## src/rtl/ef_i2c_line_conditioner.sv

```systemverilog
// Purpose: pad-side I2C conditioning - sync/deglitch SCL/SDA, open-drain enables, START/STOP/busy status.
// Latency: filtered lines lag pads by SYNC_STAGES+FILTER_LEN edges; status pulses one edge after that.
// Backpressure: none, free-running on every clock; optional SCL-low timeout under `EF_I2C_TIMEOUT_EN.
module ef_i2c_line_conditioner #(
    parameter int SYNC_STAGES    = 2,     // must be >= 2
    parameter int FILTER_LEN     = 4,     // 0 bypasses the glitch filter
    parameter int TIMEOUT_CYCLES = 10000  // only meaningful with EF_I2C_TIMEOUT_EN
) (
    input  logic clk,
    input  logic rst,
    input  logic scl_pad_i,
    input  logic sda_pad_i,
    input  logic scl_o,
    input  logic scl_oen_o,
    input  logic sda_o,
    input  logic sda_oen_o,
    output logic scl_i,
    output logic sda_i,
    output logic scl_pad_oen_o,
    output logic sda_pad_oen_o,
    output logic start_det,
    output logic stop_det,
    output logic bus_busy,
    output logic scl_timeout
);

    typedef enum logic {IDLE, BUSY} state_t;

    localparam int CW = (FILTER_LEN > 0) ? $clog2(FILTER_LEN + 1) : 1;

    // Index 0 = SCL, index 1 = SDA throughout.
    logic [1:0] pad_raw;
    logic [1:0] synced;
    logic [1:0] filt;
    logic [1:0] dly_q;

    logic   start_c, stop_c, timeout_c;
    state_t state_q, state_d;
    logic   start_q, start_d, stop_q, stop_d, tout_q, tout_d;

    // Open-drain: only ever pull low, a high drive value means release.
    assign scl_pad_oen_o = scl_oen_o | scl_o;
    assign sda_pad_oen_o = sda_oen_o | sda_o;

    assign pad_raw = {sda_pad_i, scl_pad_i};

    for (genvar l = 0; l < 2; l++) begin : g_line
        logic [SYNC_STAGES-1:0] sync_q;

        // Synchroniser chain, idles high like a released bus.
        always_ff @(posedge clk) begin
            if (rst) sync_q <= '1;
            else     sync_q <= {sync_q[SYNC_STAGES-2:0], pad_raw[l]};
        end
        assign synced[l] = sync_q[SYNC_STAGES-1];

        if (FILTER_LEN > 0) begin : g_filt
            localparam logic [CW-1:0] CNT_LAST = CW'(FILTER_LEN - 1);
            logic [CW-1:0] cnt_q;
            logic          filt_q;

            // Accept a new level only after FILTER_LEN consecutive disagreeing samples.
            always_ff @(posedge clk) begin
                if (rst) begin
                    cnt_q  <= '0;
                    filt_q <= 1'b1;
                end else if (synced[l] == filt_q) begin
                    cnt_q <= '0;
                end else if (cnt_q == CNT_LAST) begin
                    filt_q <= synced[l];
                    cnt_q  <= '0;
                end else begin
                    cnt_q <= cnt_q + CW'(1);
                end
            end
            assign filt[l] = filt_q;
        end else begin : g_bypass
            assign filt[l] = synced[l];
        end
    end

    assign scl_i = filt[0];
    assign sda_i = filt[1];

    // One-cycle-old filtered copies for edge detection.
    always_ff @(posedge clk) begin
        if (rst) dly_q <= 2'b11;
        else     dly_q <= filt;
    end

    // SDA edge while SCL stays high on both samples; SCL moving kills either event.
    assign start_c = dly_q[0] & filt[0] &  dly_q[1] & ~filt[1];
    assign stop_c  = dly_q[0] & filt[0] & ~dly_q[1] &  filt[1];

`ifdef EF_I2C_TIMEOUT_EN
    localparam int TW = $clog2(TIMEOUT_CYCLES + 1);
    localparam logic [TW-1:0] T_MAX = TW'(TIMEOUT_CYCLES);
    logic [TW-1:0] tcnt_q, tcnt_d;

    // Count SCL-low cycles while busy; saturate so only one pulse fires per low period.
    always_comb begin
        tcnt_d    = tcnt_q;
        timeout_c = 1'b0;
        if ((state_q != BUSY) || filt[0]) begin
            tcnt_d = '0;
        end else if (tcnt_q != T_MAX) begin
            tcnt_d = tcnt_q + TW'(1);
            if (tcnt_d == T_MAX) timeout_c = 1'b1;
        end
    end

    // Timeout counter register.
    always_ff @(posedge clk) begin
        if (rst) tcnt_q <= '0;
        else     tcnt_q <= tcnt_d;
    end
`else
    assign timeout_c = 1'b0;
`endif

    // Bus state next-state and registered pulse values.
    always_comb begin
        state_d = state_q;
        start_d = start_c;
        stop_d  = stop_c;
        tout_d  = timeout_c;
        case (state_q)
            IDLE: if (start_c) state_d = BUSY;
            BUSY: begin
                if (start_c)                 state_d = BUSY;
                else if (stop_c | timeout_c) state_d = IDLE;
            end
            default: state_d = IDLE;
        endcase
    end

    // State and status pulse registers, so busy moves on the same edge as its pulse.
    always_ff @(posedge clk) begin
        if (rst) begin
            state_q <= IDLE;
            start_q <= 1'b0;
            stop_q  <= 1'b0;
            tout_q  <= 1'b0;
        end else begin
            state_q <= state_d;
            start_q <= start_d;
            stop_q  <= stop_d;
            tout_q  <= tout_d;
        end
    end

    assign start_det   = start_q;
    assign stop_det    = stop_q;
    assign scl_timeout = tout_q;
    assign bus_busy    = (state_q == BUSY);

endmodule

```

## config.mk

```make
export PLATFORM = sky130hd
export DESIGN_NAME = ef_i2c_line_conditioner
export DESIGN_NICKNAME = d
export VERILOG_FILES = /design/src/rtl/ef_i2c_line_conditioner.sv
export SDC_FILE = /design/constraint.sdc
export NUM_CORES = 1
export LEC_CHECK = 0
export ABC_CLOCK_PERIOD_IN_PS = 2900
export BUFFER_PORTS_ARGS = -buffer_cell sky130_fd_sc_hd__buf_2
export CORE_AREA = 4 4 41 43
export CTS_BUF_LIST = sky130_fd_sc_hd__clkbuf_8
export DETAILED_ROUTE_END_ITERATION = 8
export DIE_AREA = 0 0 45 47
export MAX_ROUTING_LAYER = met4
export PLACE_DENSITY_LB_ADDON = 0.2
export SYNTH_ARGS = -nofsm -noshare
export SYNTH_HDL_FRONTEND = slang
export SYNTH_SLANG_ARGS = --single-unit
```

## constraint.sdc

```tcl
create_clock -name clk -period 2.9 [get_ports clk]
set_input_delay 0 -clock clk [delete_from_list [all_inputs] [get_ports clk]]
set_output_delay 0 -clock clk [all_outputs]
set_load 0.02 [all_outputs]
```

**Word level (Yosys, flattened, before mapping)**

Index checks and enable logic that the tools add are counted.
W data, S select, Z words.

- Register bits: 17
- Output and inout bits: 8
- Logic and storage cells: 36

- $add $sub $neg: 2
- Equality and inequality tests: 4
- Muxes and demuxes: 4
- Bitwise logic cells: 12
- Reductions and logical operators: 4

Operators by type and width:

| cell | number |
|---|---|
| $add A3 B1 Y3 const B | 2 |
| $eq A3 B2 Y1 const B | 2 |
| $reduce_or A3 Y1 | 2 |
| $and A1 B1 Y1 | 5 |
| $not A1 Y1 | 5 |
| $reduce_and A2 Y1 | 2 |
| $mux W1 | 3 |
| $eq A1 B1 Y1 | 2 |
| $or A1 B1 Y1 | 2 |
| $pmux W1 S2 | 1 |

**Logic depth before layout (Yosys ltp)**

Gate-level depths: netlist (run 1).

- Word-level depth: 6
- Depth in mapped cells: 4

**Worst setup path after synthesis (run 1)**

OpenSTA, ideal clock, no wires.

- Path kind: reg-to-reg
- Start: reg g_line[0].g_filt.cnt_q[0]
- End: reg g_line[0].g_filt.filt_q, in the netlist scl_i
- Arrival time: 0.985 ns
- Setup slack: 1.796 ns
- Cell stages (with the launch flop): 4
- Period minus slack after synthesis: 1.104 ns
- Cells stage by stage: dfxtp_1 -> ha_1 -> ha_1 -> a211o_1

- Cells in the longest elaborated chain, start to end: 2

Ends and longest elaborated chain:

| item | line | RTL |
|---|---|---|
| start, declared | 59 | `logic [CW-1:0] cnt_q;` |
| start signal, assigned | 73 | `cnt_q <= cnt_q + CW'(1);` |
| $eq A3 B2 Y1 | 69 | `end else if (cnt_q == CNT_LAST) begin` |
| $reduce_and A2 Y1 (no line) | -- |  |
| end signal, assigned | 70 | `filt_q <= synced[l];` |
| end, declared | 60 | `logic filt_q;` |

No other way between the ends.
A chain may end at the register's enable or synchronous reset.

**Worst setup path after layout (run 1)**

Same ends and word-level chain as after synthesis.

==> key figures, run 1 <==
Drt
  • Aggregate routed wire length: 909 um
  • Iteration-0 DRC Markers: 2
  • Via/cell ratio: 4.77
  • Pre-antenna DRT Iters: 2
  • DRC violations left: 0
  • Post-DR wirelength/cell: 10.6 um
  • Total via count after detailed routing: 410
  • Count of nets left with antenna violations after detail routing: 0

Pwr
  • Worst supply voltage drop on vdd: 479 uV
  • Power per cell area: 565 mW/mm^2
  • Fraction of power spent switching nets: 19.4%
  • Switching Power: 0.0820 mW
  • Proportion of power drawn by flip-flops and latches: 56.4%
  • Comb power frac: 4.6%
  • Internal power component: 0.341 mW
  • Reported leakage power: 0.329 nW
  • Proportion of power drawn by the clock network: 39.0%

Timing
  • Pins Over Slew Limit: 0
  • Final Setup Violations: 0
  • Final critical delay including setup and external delays: 1.16 ns
  • Part of the cycle the worst path needs: 39.8%
  • Upper clock frequency limit: 866 MHz
  • Unrepaired setup endpoints after global routing: no
  • Final hold violation count: 0
  • Total Neg Setup Slack: 0 ns
  • Final clock skew: 0.00202 ns

Worst hold path
  • Hold path depth: 2
  • Worst min path class: in -> reg

CTS
  • Register clock-pin slew on the reported worst setup and hold paths: 0.06 ns
  • Number of sinks on the clock net: 17
  • # hold bufs at CTS: 2
  • Clk root buf: sky130_fd_sc_hd__clkbuf_8
  • CTS resizes: 0
  • Clock latency at the later pin of the worst-skew pair: 0.25 ns
  • CTS H-tree lvls: 1
  • Longest Clk Path Bufs: 2
  • Setup Buffers After CTS: 0
  • Number of buffers created by CTS: 3
  • TritonCTS clock tree: yes

Synth
  • Cell type with the largest total area after synthesis: sky130_fd_sc_hd__dfxtp_1
  • Avg Inst Size Synth: 11.5 sq um
  • Number of warnings printed during yosys synthesis: 0
  • Biggest area contributors in the synthesized netlist: sky130_fd_sc_hd__dfxtp_1 56%, sky130_fd_sc_hd__ha_1 8.2%, sky130_fd_sc_hd__or2_2 8.2%
  • Commonest cells in the synthesized netlist: 17 x sky130_fd_sc_hd__dfxtp_1, 8 x sky130_fd_sc_hd__or2_2, 4 x sky130_fd_sc_hd__ha_1, 4 x sky130_fd_sc_hd__nor4_1, 3 x sky130_fd_sc_hd__inv_1
  • Synthesis-stage register bit count: 17
  • Share of synthesized area occupied by flip-flops and latches: 55.9%
  • Leading register cell type out of synthesis: sky130_fd_sc_hd__dfxtp_1
  • Top cell type's share of synthesized area: 55.9%
  • Most repeated cell in the gate-level netlist after synthesis: sky130_fd_sc_hd__dfxtp_1
  • Post-synth design cell area: 609 sq um
  • Number of cells produced by synthesis: 53
  • Syn nets: 65
  • Fraction of registers with async set/reset: 0%
  • Number of enable flip-flop cells after synthesis: 0
  • Count of different cell masters after synthesis: 18

Placement
  • Port Buffers: 14
  • Placement-stage cell area: 683 sq um
  • HPWL reported at the end of detailed placement: 638 um
  • Placer congestion estimate: 0.681
  • Number of placed instances with taps included: 80

Finish
  • Flip-flop and latch area: 340 sq um
  • Number of antenna repair diodes: 0
  • Final design utilization: 57.5%
  • Final net count: 84
  • Post-route insts no fill: 86
  • Area overhead of the layout relative to synthesis: 22.8%
  • Area used by multi-input combinational logic: 243 sq um
  • Finished Cell Area: 748 sq um
  • Total of fill cells in the finished design: 119
  • Share of layout cells above drive strength 1: 38.0%

Floorplanning
  • Horizontal die dimension: 45 um
  • Area of the die: 0.00212 sq mm
  • Cell Rows: 13
  • Vertical die dimension: 47 um
  • Effective utilization at floorplan: 46.8%
  • Top-Level Pins: 16
  • CORE AREA: 0.00130 sq mm

GRT
  • Layer with the highest usage: met2
  • Met1 track demand over resource in global routing: 11.4%
  • Number of antenna violations at the first check in global routing: 0
  • Met3 demand-to-capacity share in global routing: 5.75%
  • Vias in the first global route: 360
  • Met2 routing resource usage after global routing: 15.0%
  • Congestion Overflow GR: 0
  • Total global-route track usage: 11.4%
  • Wire length of the first global-routing pass: 1510 um
  • Largest net degree at the start of global routing: 17

Worst setup path
  • Critical Path Sink Type: register
  • Slack of the worst reg-to-reg path: 1.74 ns
  • Data required, critical path: 3.04 ns
  • Highest fanout seen on the critical path: 5
  • Startpoint class of the critical path: register
  • Type of the setup path with the least slack: reg -> reg
  • Critical Path AT: 1.30 ns
  • Reg2Reg Depth: 3

Run
  • Max-cap check violation count: 0

Status
  • Result of the run: finished clean
[critical path: stages, from the launching register on]
cell and delay (ns):
sky130_fd_sc_hd__dfxtp_1 0.31, sky130_fd_sc_hd__ha_1 0.19, sky130_fd_sc_hd__ha_1 0.25, sky130_fd_sc_hd__a211o_1 0.30
[metrics by stage]
| stage | power (mW) | setup WS, ns | hold slack [ns] |
|---|---|---|---|
| after floorplan | 0.255 | 1.80 | 0.0986 |
| after detailed placement | 0.261 | 1.75 | 0.185 |
| final | 0.423 | 1.74 | 0.120 |
| after CTS | 0.430 | 1.74 | 0.118 |
| after global placement | 0.261 | 1.75 | 0.183 |
| after global routing | 0.444 | 1.66 | 0.141 |
[path summary, 6_finish.rpt]
check | startpoint | endpoint
worst max-delay path | g_line[0].g_filt.cnt_q[0] | scl_i
worst min-delay path | rst | g_line[0].g_filt.cnt_q[2]
worst max register to register | g_line[0].g_filt.cnt_q[0] | scl_i
worst min register to register | g_line[1].sync_q[0] | g_line[1].sync_q[1]
[layout by cell type (no fill, tap or decap)]
| cell type | count |
|---|---|
| sky130_fd_sc_hd__o32ai_1 | 1 |
| sky130_fd_sc_hd__nor4_1 | 4 |
| sky130_fd_sc_hd__nor2_1 | 1 |
| sky130_fd_sc_hd__and3b_1 | 1 |
| sky130_fd_sc_hd__nor2b_1 | 2 |
| sky130_fd_sc_hd__buf_2 | 14 |
| sky130_fd_sc_hd__ha_1 | 4 |
| sky130_fd_sc_hd__and3b_2 | 1 |
| sky130_fd_sc_hd__xnor2_1 | 2 |
| sky130_fd_sc_hd__inv_1 | 4 |
| sky130_fd_sc_hd__dfxtp_1 | 17 |
| sky130_fd_sc_hd__conb_1 | 1 |
| sky130_fd_sc_hd__a211o_1 | 2 |
| sky130_fd_sc_hd__a31oi_1 | 1 |
| sky130_fd_sc_hd__or2_2 | 8 |
| sky130_fd_sc_hd__clkbuf_8 | 3 |
| sky130_fd_sc_hd__dlygate4sd3_1 | 2 |
| sky130_fd_sc_hd__nand3_1 | 1 |
| sky130_fd_sc_hd__nor4b_2 | 1 |
| sky130_fd_sc_hd__nor4b_1 | 1 |
[cells by family after synthesis]
| logic type | count (synthesis) | share of synthesized area (%) |
|---|---|---|
| AOI/OAI and AO/OA | 4 | 5.34 |
| xor gates and xnor gates | 2 | 2.88 |
| adders and majority gates | 4 | 8.21 |
| buffers and inverters | 5 | 4.31 |
| DFF | 17 | 55.9 |
| other | 1 | 0.615 |
| and+or+nand+nor | 20 | 22.8 |
[layer usage]
layer / up-vias / wire [um] / share of wire, %
li1: 217 / - / -
met1: 170 / 386 / 42
met2: 19 / 365 / 40
met3: 4 / 111 / 12
met4: 0 / 46 / 5.1
met5: - / 0 / 0
[final cells by class]
| class | instances | share of cell area [%] |
|---|---|---|
| sequential | 17 | 45.5 |
| clock buffer | 3 | 5.52 |
| timing repair buffer | 16 | 12.0 |
| tap | 15 | 2.51 |
| multi-input combinational | 31 | 32.4 |
| clock inverter | 1 | 0.502 |
| inverter | 3 | 1.51 |
[power groups by stage]
| stage | combinational (mW) | clock [mW] | sequential [mW] |
|---|---|---|---|
| 3_5_place_dp | 0.0177 | 0 | 0.244 |
| 4_1_cts | 0.0197 | 0.172 | 0.238 |
| 3_3_place_gp | 0.0173 | 0 | 0.244 |
| 2_1_floorplan | 0.0121 | 0 | 0.243 |
| 5_1_grt | 0.0220 | 0.183 | 0.239 |
| 6_report | 0.0197 | 0.165 | 0.238 |
[flip-flops by register name, summed over array words and instances (netlist names)]
register	cells
g_line.g_filt.cnt_q	6
g_line.sync_q	4
sda_i	1
scl_i	1
stop_det	1
start_det	1
bus_busy	1
dly_q	2
No activity file was read; power rests on OpenSTA's default activity.
==> run 2: changes to the inputs <==
Settings changed: ABC_CLOCK_PERIOD_IN_PS 2900 to 1000, CORE_AREA 4 4 41 43 to default, CORE_MARGIN from default to 4, CORE_UTILIZATION from default to 47, DIE_AREA 0 0 45 47 to default.
Clock period 2.9 ns to 1 ns, I/O delays scaled along.
==> run 2 against run 1 <==
The flow now finishes with violations (setup timing). Critical path depth unchanged. Clock power grew to 2.9 times the previous value. Worst setup slack worse by 1.8 ns. Final cell count stayed put. Critical path type unchanged. Critical endpoint unchanged.
==> key figures, run 2 (synthesis results as in run 1) <==
Worst setup path
  • Data required, critical path: 1.14 ns (was 3.04 ns)
  • Startpoint class of the critical path: register (unchanged)
  • Reg2Reg Depth: 3 (unchanged)
  • Critical Path AT: 1.16 ns (was 1.30 ns)
  • Slack of the worst reg-to-reg path: -0.02 ns (was 1.74 ns)
  • Highest fanout seen on the critical path: 5 (unchanged)
  • Type of the setup path with the least slack: reg -> reg (unchanged)
  • Capturing point of the worst reg2reg path: scl_i (unchanged)
  • Critical Path Sink Type: register (unchanged)
  • Startpoint of the worst register-to-register path: g_line[0].g_filt.cnt_q[0] (unchanged)

GRT
  • Vias in the first global route: 421 (was 360)
  • Met2 routing resource usage after global routing: 18.6% (was 15.0%)
  • Largest net degree at the start of global routing: 17 (unchanged)
  • Wire length of the first global-routing pass: 1610 um (was 1510 um)
  • Met1 track demand over resource in global routing: 11.8% (was 11.4%)
  • Total global-route track usage: 12.1% (was 11.4%)
  • Number of antenna violations at the first check in global routing: 0 (unchanged)
  • Congestion Overflow GR: 0 (unchanged)
  • Met3 demand-to-capacity share in global routing: 5.39% (was 5.75%)
  • Layer with the highest usage: met2 (unchanged)

Timing
  • Hold slack final: 0.131 ns (was 0.120 ns)
  • Final critical delay including setup and external delays: 1.02 ns (was 1.16 ns)
  • Final hold violation count: 0 (unchanged)
  • Final WS setup: -0.0168 ns (was 1.74 ns)
  • Pins Over Slew Limit: 0 (unchanged)
  • Final Setup Violations: 2 (was 0)
  • Unrepaired setup endpoints after global routing: yes (was no)
  • Part of the cycle the worst path needs: 102% (was 39.8%)
  • Final clock skew: 0.00353 ns (was 0.00202 ns)
  • Upper clock frequency limit: 983 MHz (was 866 MHz)
  • Total Neg Setup Slack: -0.0328 ns (was 0 ns)

Floorplanning
  • Cell Rows: 12 (was 13)
  • Top-Level Pins: 16 (unchanged)
  • Area of the die: 0.00194 sq mm (was 0.00212 sq mm)
  • Effective utilization at floorplan: 52.7% (was 46.8%)
  • CORE AREA: 0.00116 sq mm (was 0.00130 sq mm)
  • Horizontal die dimension: 44.0 um (was 45 um)
  • Vertical die dimension: 44.0 um (was 47 um)

CTS
  • Longest Clk Path Bufs: 2 (unchanged)
  • Number of buffers created by CTS: 3 (unchanged)
  • Clk root buf: sky130_fd_sc_hd__clkbuf_8 (unchanged)
  • Clock latency at the later pin of the worst-skew pair: 0.25 ns (about the same)
  • TritonCTS clock tree: yes (unchanged)
  • Register clock-pin slew on the reported worst setup and hold paths: 0.06 ns (about the same)
  • Number of sinks on the clock net: 17 (unchanged)
  • CTS H-tree lvls: 1 (unchanged)

Status
  • Result of the run: complete, but fails checks (was finished clean)
  • Failing checks: setup timing

Pwr
  • Power per cell area: 1490 mW/mm^2 (was 565 mW/mm^2)
  • Worst supply voltage drop on vdd: 1120 uV (was 479 uV)
  • Reported leakage power: 0.336 nW (was 0.329 nW)

Drt
  • DRC violations left: 0 (unchanged)
  • Aggregate routed wire length: 992 um (was 909 um)
  • Iteration-0 DRC Markers: 0 (was 2)
  • Via/cell ratio: 5.14 (was 4.77)
  • Post-DR wirelength/cell: 11.5 um (was 10.6 um)
  • Pre-antenna DRT Iters: 1 (was 2)
  • Total via count after detailed routing: 442 (was 410)
  • Count of nets left with antenna violations after detail routing: 0 (unchanged)

Finish
  • Final design utilization: 71.9% (was 57.5%)
  • Number of antenna repair diodes: 0 (unchanged)
  • Area overhead of the layout relative to synthesis: 36.3% (was 22.8%)
  • Biggest register: g_line.g_filt.cnt_q (unchanged)
  • Flip-flop count of the largest register after layout: 6 (unchanged)
  • Share of layout cells above drive strength 1: 55.6% (was 38.0%)
  • Highest-count cells in the layout ignoring fill and taps: 14 x sky130_fd_sc_hd__buf_2, 13 x sky130_fd_sc_hd__dfxtp_1, 8 x sky130_fd_sc_hd__or2_2 (was 17 x sky130_fd_sc_hd__dfxtp_1, 14 x sky130_fd_sc_hd__buf_2, 8 x sky130_fd_sc_hd__or2_2)
  • Final net count: 85 (was 84)
  • Most common cell after layout, fill and taps aside: sky130_fd_sc_hd__buf_2 (was sky130_fd_sc_hd__dfxtp_1)
  • Leading registers by flop count: g_line.g_filt.cnt_q x6, g_line.sync_q x4, dly_q x2 (unchanged)

Worst hold path
  • Hold path depth: 2 (unchanged)
  • Start point of the worst min-delay path: rst (unchanged)
  • Worst min path class: in -> reg (unchanged)
  • End of the worst hold path: g_line[1].g_filt.cnt_q[2] (was g_line[0].g_filt.cnt_q[2])

Placement
  • Port Buffers: 14 (unchanged)
  • Placer congestion estimate: 0.660 (was 0.681)
  • HPWL reported at the end of detailed placement: 683 um (was 638 um)

Run
  • Max-cap check violation count: 0 (unchanged)
==> run 2: changes by cell type in the layout (fill, tap and decap cells not counted), moves of 2 or more <==
cell | previous run | this run
sky130_fd_sc_hd__nor4_1 | 4 | 2
sky130_fd_sc_hd__dfxtp_1 | 17 | 13
sky130_fd_sc_hd__ha_4 | 0 | 4
sky130_fd_sc_hd__ha_1 | 4 | 0
sky130_fd_sc_hd__dfxtp_2 | 0 | 4
sky130_fd_sc_hd__nor4_2 | 0 | 2
==> run 2: worst max-delay path by stage <==
stage	from	cells past startpoint	slack, ns	endpoint
6_report	g_line[0].g_filt.cnt_q[0]	3	-0.02	scl_i
4_1_cts	g_line[1].g_filt.cnt_q[0]	3	-0.03	sda_i
5_1_grt	g_line[0].g_filt.cnt_q[0]	4	-0.05	scl_i
2_1_floorplan	g_line[1].g_filt.cnt_q[0]	4	-0.005	sda_i
3_3_place_gp	g_line[1].g_filt.cnt_q[0]	4	-0.05	sda_i
3_5_place_dp	g_line[1].g_filt.cnt_q[0]	3	-0.1	g_line[1].g_filt.cnt_q[1]
==> run 2: final cells by class <==
class	count	area, sq um
inverter	3	11.3
clock buffer	3	41.3
multi-input combinational	31	314
tap	14	17.5
timing repair buffer	17	97.6
fill	90	325
clock inverter	1	3.75
sequential	17	345
==> run 2: critical path, cell delays in order (launching register included) <==
cell                      delay, ns
sky130_fd_sc_hd__dfxtp_2       0.33
sky130_fd_sc_hd__ha_4          0.16
sky130_fd_sc_hd__ha_4          0.17
sky130_fd_sc_hd__a211o_1       0.25
==> run 2: power by group <==
group	internal, mW	leakage, nW	total [mW]	switching [mW]
Clock	0.272	0.0269	0.485	0.213
Sequential	0.688	0.140	0.693	0.00544
Combinational	0.0316	0.169	0.0617	0.0300
Total	0.991	0.336	1.24	0.248
==> run 2: metrics by stage <==
| step | cell area, sq um | worst slack (ns) | std cells | power, mW |
|---|---|---|---|---|
| floorplan | 641 | -0.00494 | 53 | 0.741 |
| global placement | 713 | -0.0492 | 79 | 0.757 |
| detailed placement | 713 | -0.0961 | 79 | 0.758 |
| CTS | 827 | -0.0265 | 86 | 1.26 |
| global route | 831 | -0.0497 | 86 | 1.30 |
| finish | 831 | -0.0168 | 86 | 1.24 |
==> run 2: routing by layer <==
| metal | vias up | wire, um | share of wire [%] |
|---|---|---|---|
| met3 | 4 | 93 | 9.4 |
| li1 | 221 | - | - |
| met2 | 16 | 471 | 47 |
| met1 | 201 | 400 | 40 |
| met4 | 0 | 26 | 2.6 |
| met5 | - | 0 | 0 |
==> run 2: repair_timing <==
action                                  4_1_cts  5_1_grt
hold buffers                                  2        0
hold endpoints to repair                      2        0
resized for setup                             7        2
setup buffers                                 1        0
pin swaps                                     5        2
endpoints found under the setup margin        8        8
